===== config.mk =====
export PLATFORM = sky130hd
export DESIGN_NAME = timer_bus_arbiter
export DESIGN_NICKNAME = d
export VERILOG_FILES = /design/src/rtl/timer_bus_arbiter.sv
export SDC_FILE = /design/constraint.sdc
export NUM_CORES = 1
export LEC_CHECK = 0
export ABC_AREA = 1
export BUFFER_PORTS_ARGS = -buffer_cell sky130_fd_sc_hd__clkbuf_2
export CAP_MARGIN = 10
export CORE_MARGIN = 10
export CORE_UTILIZATION = 50
export DETAILED_ROUTE_END_ITERATION = 12
export PLACE_DENSITY = 0.85
export SYNTH_ARGS = -nofsm -noshare
export SYNTH_HDL_FRONTEND = slang
export SYNTH_SLANG_ARGS = --single-unit

===== constraint.sdc =====
create_clock -name clk_i -period 4 [get_ports clk_i]
set_clock_uncertainty 0.1 [all_clocks]
set_input_delay 1 -clock clk_i [delete_from_list [all_inputs] [get_ports clk_i]]
set_output_delay 1 -clock clk_i [all_outputs]
set_load 0.02 [all_outputs]

===== src/rtl/timer_bus_arbiter.sv =====
`default_nettype none
// ============================================================================
// Module   : timer_bus_arbiter
// Purpose  : Round-robin arbiter/sequencer giving two masters req/ack access
//            to the timer register bus, with per-master read-data return.
// Revision : 1.0 - initial release
// ============================================================================
module timer_bus_arbiter #(
  parameter int ADDR_W = 3,
  parameter int DATA_W = 16,
  parameter int RD_LAT = 1
) (
  input  logic              clk_i,
  input  logic              rst_i,
  input  logic              m0_req_i,
  input  logic              m0_wr_i,
  input  logic [ADDR_W-1:0] m0_addr_i,
  input  logic [DATA_W-1:0] m0_wdata_i,
  output logic              m0_ack_o,
  output logic [DATA_W-1:0] m0_rdata_o,
  input  logic              m1_req_i,
  input  logic              m1_wr_i,
  input  logic [ADDR_W-1:0] m1_addr_i,
  input  logic [DATA_W-1:0] m1_wdata_i,
  output logic              m1_ack_o,
  output logic [DATA_W-1:0] m1_rdata_o,
  output logic              acc_en_o,
  output logic              wr_en_o,
  output logic [ADDR_W-1:0] addr_o,
  output logic [DATA_W-1:0] wdata_o,
  input  logic [DATA_W-1:0] rdata_i,
  output logic              busy_o,
  output logic              gnt_o
);

  typedef enum logic [1:0] {
    S_IDLE   = 2'd0,
    S_ACCESS = 2'd1,
    S_WAIT   = 2'd2,
    S_DONE   = 2'd3
  } state_t;

  localparam logic [1:0] c_LAST_WAIT = (RD_LAT > 0) ? 2'(RD_LAT - 1) : 2'd0;

  state_t            r_state;
  state_t            w_state_nxt;
  logic [1:0]        r_wait_cnt;
  logic              r_wr;
  logic              r_gnt;
  logic              r_last;
  logic              r_acc_en;
  logic              r_wr_en;
  logic [ADDR_W-1:0] r_addr;
  logic [DATA_W-1:0] r_wdata;
  logic              r_busy;
  logic              r_m0_ack;
  logic              r_m1_ack;
  logic [DATA_W-1:0] r_m0_rdata;
  logic [DATA_W-1:0] r_m1_rdata;

  logic              w_any_req;
  logic              w_win;
  logic              w_win_wr;
  logic [ADDR_W-1:0] w_win_addr;
  logic [DATA_W-1:0] w_win_wdata;
  logic              w_last_wait;
  logic              w_latch;
  logic              w_capture;
  logic              w_done_nxt;
  logic              w_acc_en_nxt;
  logic              w_wr_en_nxt;
  logic [ADDR_W-1:0] w_addr_nxt;
  logic [DATA_W-1:0] w_wdata_nxt;
  logic              w_busy_nxt;

  // On a tie the master that was not served last wins.
  assign w_any_req   = m0_req_i | m1_req_i;
  assign w_win       = (m0_req_i & m1_req_i) ? ~r_last : m1_req_i;
  assign w_win_wr    = w_win ? m1_wr_i    : m0_wr_i;
  assign w_win_addr  = w_win ? m1_addr_i  : m0_addr_i;
  assign w_win_wdata = w_win ? m1_wdata_i : m0_wdata_i;
  assign w_last_wait = (r_wait_cnt == c_LAST_WAIT);

  always_ff @(posedge clk_i or posedge rst_i) begin
    if (rst_i) begin
      r_state <= S_IDLE;
    end else begin
      r_state <= w_state_nxt;
    end
  end

  // Next state plus the values every registered output takes next cycle.
  always_comb begin
    w_state_nxt  = r_state;
    w_latch      = 1'b0;
    w_capture    = 1'b0;
    w_done_nxt   = 1'b0;
    w_acc_en_nxt = 1'b0;
    w_wr_en_nxt  = 1'b0;
    w_addr_nxt   = '0;
    w_wdata_nxt  = '0;
    unique case (r_state)
      S_IDLE: begin
        if (w_any_req) begin
          w_state_nxt  = S_ACCESS;
          w_latch      = 1'b1;
          w_acc_en_nxt = 1'b1;
          w_wr_en_nxt  = w_win_wr;
          w_addr_nxt   = w_win_addr;
          w_wdata_nxt  = w_win_wdata;
        end
      end
      S_ACCESS: begin
        if (r_wr) begin
          w_state_nxt = S_DONE;
          w_done_nxt  = 1'b1;
        end else if (RD_LAT == 0) begin
          w_state_nxt = S_DONE;
          w_done_nxt  = 1'b1;
          w_capture   = 1'b1;
        end else begin
          w_state_nxt = S_WAIT;
        end
      end
      S_WAIT: begin
        if (w_last_wait) begin
          w_state_nxt = S_DONE;
          w_done_nxt  = 1'b1;
          w_capture   = 1'b1;
        end
      end
      S_DONE: begin
        w_state_nxt = S_IDLE;
      end
      default: begin
        w_state_nxt = S_IDLE;
      end
    endcase
    w_busy_nxt = (w_state_nxt != S_IDLE);
  end

  always_ff @(posedge clk_i or posedge rst_i) begin
    if (rst_i) begin
      r_wait_cnt <= 2'd0;
      r_wr       <= 1'b0;
      r_gnt      <= 1'b0;
      r_last     <= 1'b1;
      r_acc_en   <= 1'b0;
      r_wr_en    <= 1'b0;
      r_addr     <= '0;
      r_wdata    <= '0;
      r_busy     <= 1'b0;
      r_m0_ack   <= 1'b0;
      r_m1_ack   <= 1'b0;
      r_m0_rdata <= '0;
      r_m1_rdata <= '0;
    end else begin
      r_acc_en   <= w_acc_en_nxt;
      r_wr_en    <= w_wr_en_nxt;
      r_addr     <= w_addr_nxt;
      r_wdata    <= w_wdata_nxt;
      r_busy     <= w_busy_nxt;
      r_m0_ack   <= w_done_nxt & ~r_gnt;
      r_m1_ack   <= w_done_nxt & r_gnt;
      r_wait_cnt <= (r_state == S_WAIT) ? r_wait_cnt + 2'd1 : 2'd0;
      if (w_latch) begin
        r_gnt <= w_win;
        r_wr  <= w_win_wr;
      end else if (!w_busy_nxt) begin
        r_gnt <= 1'b0;
      end
      if (w_capture && !r_gnt) begin
        r_m0_rdata <= rdata_i;
      end
      if (w_capture && r_gnt) begin
        r_m1_rdata <= rdata_i;
      end
      if (r_state == S_DONE) begin
        r_last <= r_gnt;
      end
    end
  end

  assign acc_en_o   = r_acc_en;
  assign wr_en_o    = r_wr_en;
  assign addr_o     = r_addr;
  assign wdata_o    = r_wdata;
  assign busy_o     = r_busy;
  assign gnt_o      = r_gnt;
  assign m0_ack_o   = r_m0_ack;
  assign m1_ack_o   = r_m1_ack;
  assign m0_rdata_o = r_m0_rdata;
  assign m1_rdata_o = r_m1_rdata;

endmodule
`default_nettype wire


==> run metrics <==
Max transition margin=0.3127; Final GP Congestion=about 0.74; antenna violations before repair=0; synth top area cells=dfrtp_1 61%, nand2_1 6.2%, nor2_1 6.0%; Post-Place Worst Slack=1.823 ns; metal1 wirelength=between 2000 and 2500 µm; HPWL after DPL=4816 µm; CP Launch Type=flop; max_cap viols=0; status=completed; CTS tree=done; Gate Count Post-Synth=between 200 and 300; # rows=25; CTS sink cnt=63; period utilization=0.5083; worst slew pin tran=just over 1 ns; CTS Hold Bufs=0; sequential cell area fraction in the yosys report=0.6184; max-slew violations=0; die height=between 90 and 100 µm; leakage=roughly 0.0019 µW; die area=8359 µm²; metal2 WL=2861 µm; latest clock arrival within the worst-skew pair=roughly 0.33 ns; Layout area overhead=30.65%; syn_nets=323; NumNets Final=440; syn avg cell area=9.888 µm²; WL final=between 6000 and 7000 µm; routed length on met3=between 900 and 1000 µm; Die X=approximately 91 µm; total number of vias=2140; number of synthesized flops with an enable pin=0; H-tree levels=3; Setup Viol. Count Final=0; worst path cell trace=clkbuf_2; post-CTS setup buffers=0; GRT Total Usage=0.1533; vias in the first global route=2201; Starting Density=0.5262; final antenna-violating net count=0; CTS clock-pin slew for the worst setup and hold paths=roughly 0.060 ns; Power Density=~820 nW/µm²; crit path time final=approximately 2 ns; Netlist Area Pre-Place=around 2600 µm²; main flop type after synthesis=dfrtp_1; Slowest cell on crit path=dfrtp_1; Congestion Overflow GR=0; synth cell count leaders=62 x dfrtp_1, 42 x nand2_1, 41 x nor2_1, 29 x inv_1, 21 x o21ai_0; Inserted Diodes=0; first-pass GRT wire length=slightly above 10000 µm; DRT iter0 DRCs=45; Fmax=0.4919 GHz; RSZ-0062 raised after global routing=no; Hold Path Class=reg -> reg; vias per cell=4.787; Worst Setup End Kind=output pin; Final Hold Fails=0; Filler Cell Count=400; worst setup path class=reg -> out; I/O Buffers=116; Clock Tree Root=clkbuf_8; Yosys top cell area share=0.6081; CP arrival=0.93 ns; ys async rst share=1.000; DR top layer=met4; crit path max fanout=4; yosys warns=0; DR DRC count=0; top-count cell post-synth=dfrtp_1; Largest stage delay, worst path=0.40 ns; WL/cell=between 10 and 15 µm; Worst IR Drop VDD=0.3716 mV; top cell family by delay on the critical path=flip-flops; pin count of the biggest net entering global routing=54; clock tree buffer depth=2; Resized Gates After CTS=0; largest area contributor in the netlist=dfrtp_1; I/O pins=117; Final WS setup=1.967 ns; WP buf/inv=1; Final TNS setup=0 ns; flops & latches, synth=63; CTS Buf Count=9; data required time at the worst endpoint=2.90 ns; Yosys cell types=22; Pre-antenna DRT Iters=4; share of cells above drive strength 1=0.4026; total core area=4848 µm²
logic make-up after synthesis:
logic type | share of synthesized area
buffers and inverters | 0.07749
adder cells (fa/ha/maj) | 0.02452
AO/OA/AOI/OAI | 0.1305
AND/OR/NAND/NOR | 0.1491
flip-flops | 0.6184
metal layers:
layer / GRT usage / up-vias
li1: - / 1047
met1: 0.1610 / 990
met2: 0.2376 / 95
met3: 0.1128 / 8
met4: 0.04569 / 0
met5: 0 / -
worst reg2reg max path, stage by stage, from the launching register on:
cell,delay [ns]
dfrtp_1,0.41
inv_1,0.09
ha_1,0.27
nand3_2,0.59
nand2_1,0.27
o21ai_2,0.08
through the flow:
step / utilization / std cells / hold slack, ns / instance area (µm²) / total power, µW
detailed placement: 0.6480 / 431 / 0.3252 / 3142 / 2224
global route: 0.6875 / 447 / 0.3502 / 3333 / 2939
floorplan: - / 258 / 0.3007 / 2551 / 1846
finish: 0.6875 / 447 / 0.3307 / 3333 / 2720
CTS: 0.6875 / 447 / 0.3339 / 3333 / 2760
global placement: 0.6480 / 431 / 0.3114 / 3142 / 2183
cells in the final DEF, fill, tap and decap left out, types with 2 or more instances in the layout:
| cell | instances |
|---|---|
| dfrtp_1 | 62 |
| nor2_1 | 41 |
| nor3_1 | 2 |
| o21ai_2 | 15 |
| nand2_1 | 42 |
| o21ai_1 | 17 |
| o21ai_0 | 21 |
| ha_1 | 5 |
| clkbuf_8 | 10 |
| clkbuf_2 | 116 |
| nand3_2 | 2 |
| inv_1 | 28 |
| nand3_1 | 3 |
| inv_2 | 3 |
| clkbuf_1 | 3 |
cell type report:
| class | count | area (µm²) | area share |
|---|---|---|---|
| flip-flops and latches | 63 | 1578 | 0.4733 |
| multi-input cells | 153 | 775.7 | 0.2327 |
| repair buffers | 117 | 588.1 | 0.1764 |
| clock buffers | 13 | 148.9 | 0.04467 |
| inverters | 31 | 116.4 | 0.03491 |
| well taps | 67 | 83.83 | 0.02515 |
| clock inverters | 3 | 42.54 | 0.01276 |
flip-flops by register name, indices dropped and copies added (netlist names):
register    cells
acc_en_o        1
r_last          1
busy_o          1
addr_o          3
r_state         2
m1_rdata_o     16
wr_en_o         1
r_wait_cnt      2
r_wr            1
m0_rdata_o     16
gnt_o           1
m0_ack_o        1
wdata_o        16
m1_ack_o        1
worst paths after layout:
path,cells past startpoint,slack [ns],from,endpoint
worst max-delay path,1,1.97,gnt_o$_DFFE_PP0P_,gnt_o
worst min-delay path,1,0.33,r_wait_cnt[0]$_DFF_PP0_,r_wait_cnt[0]$_DFF_PP0_
worst max register to register,5,2.05,r_state[0]$_DFF_PP0_,m1_rdata_o[13]$_DFFE_PP0P_
worst min register to register,1,0.33,r_wait_cnt[0]$_DFF_PP0_,r_wait_cnt[0]$_DFF_PP0_
max in group asynchronous,3,2.26,rst_i,m0_rdata_o[2]$_DFFE_PP0P_
min in group asynchronous,2,0.79,rst_i,wdata_o[1]$_DFF_PP0_
report_power, final:
group	total, µW	internal [µW]	switching (µW)
logic	1160	379	782
registers	1030	905	128
clock network	526	304	222
total	2720	1590	1130
(Power assumes the default switching activity.)
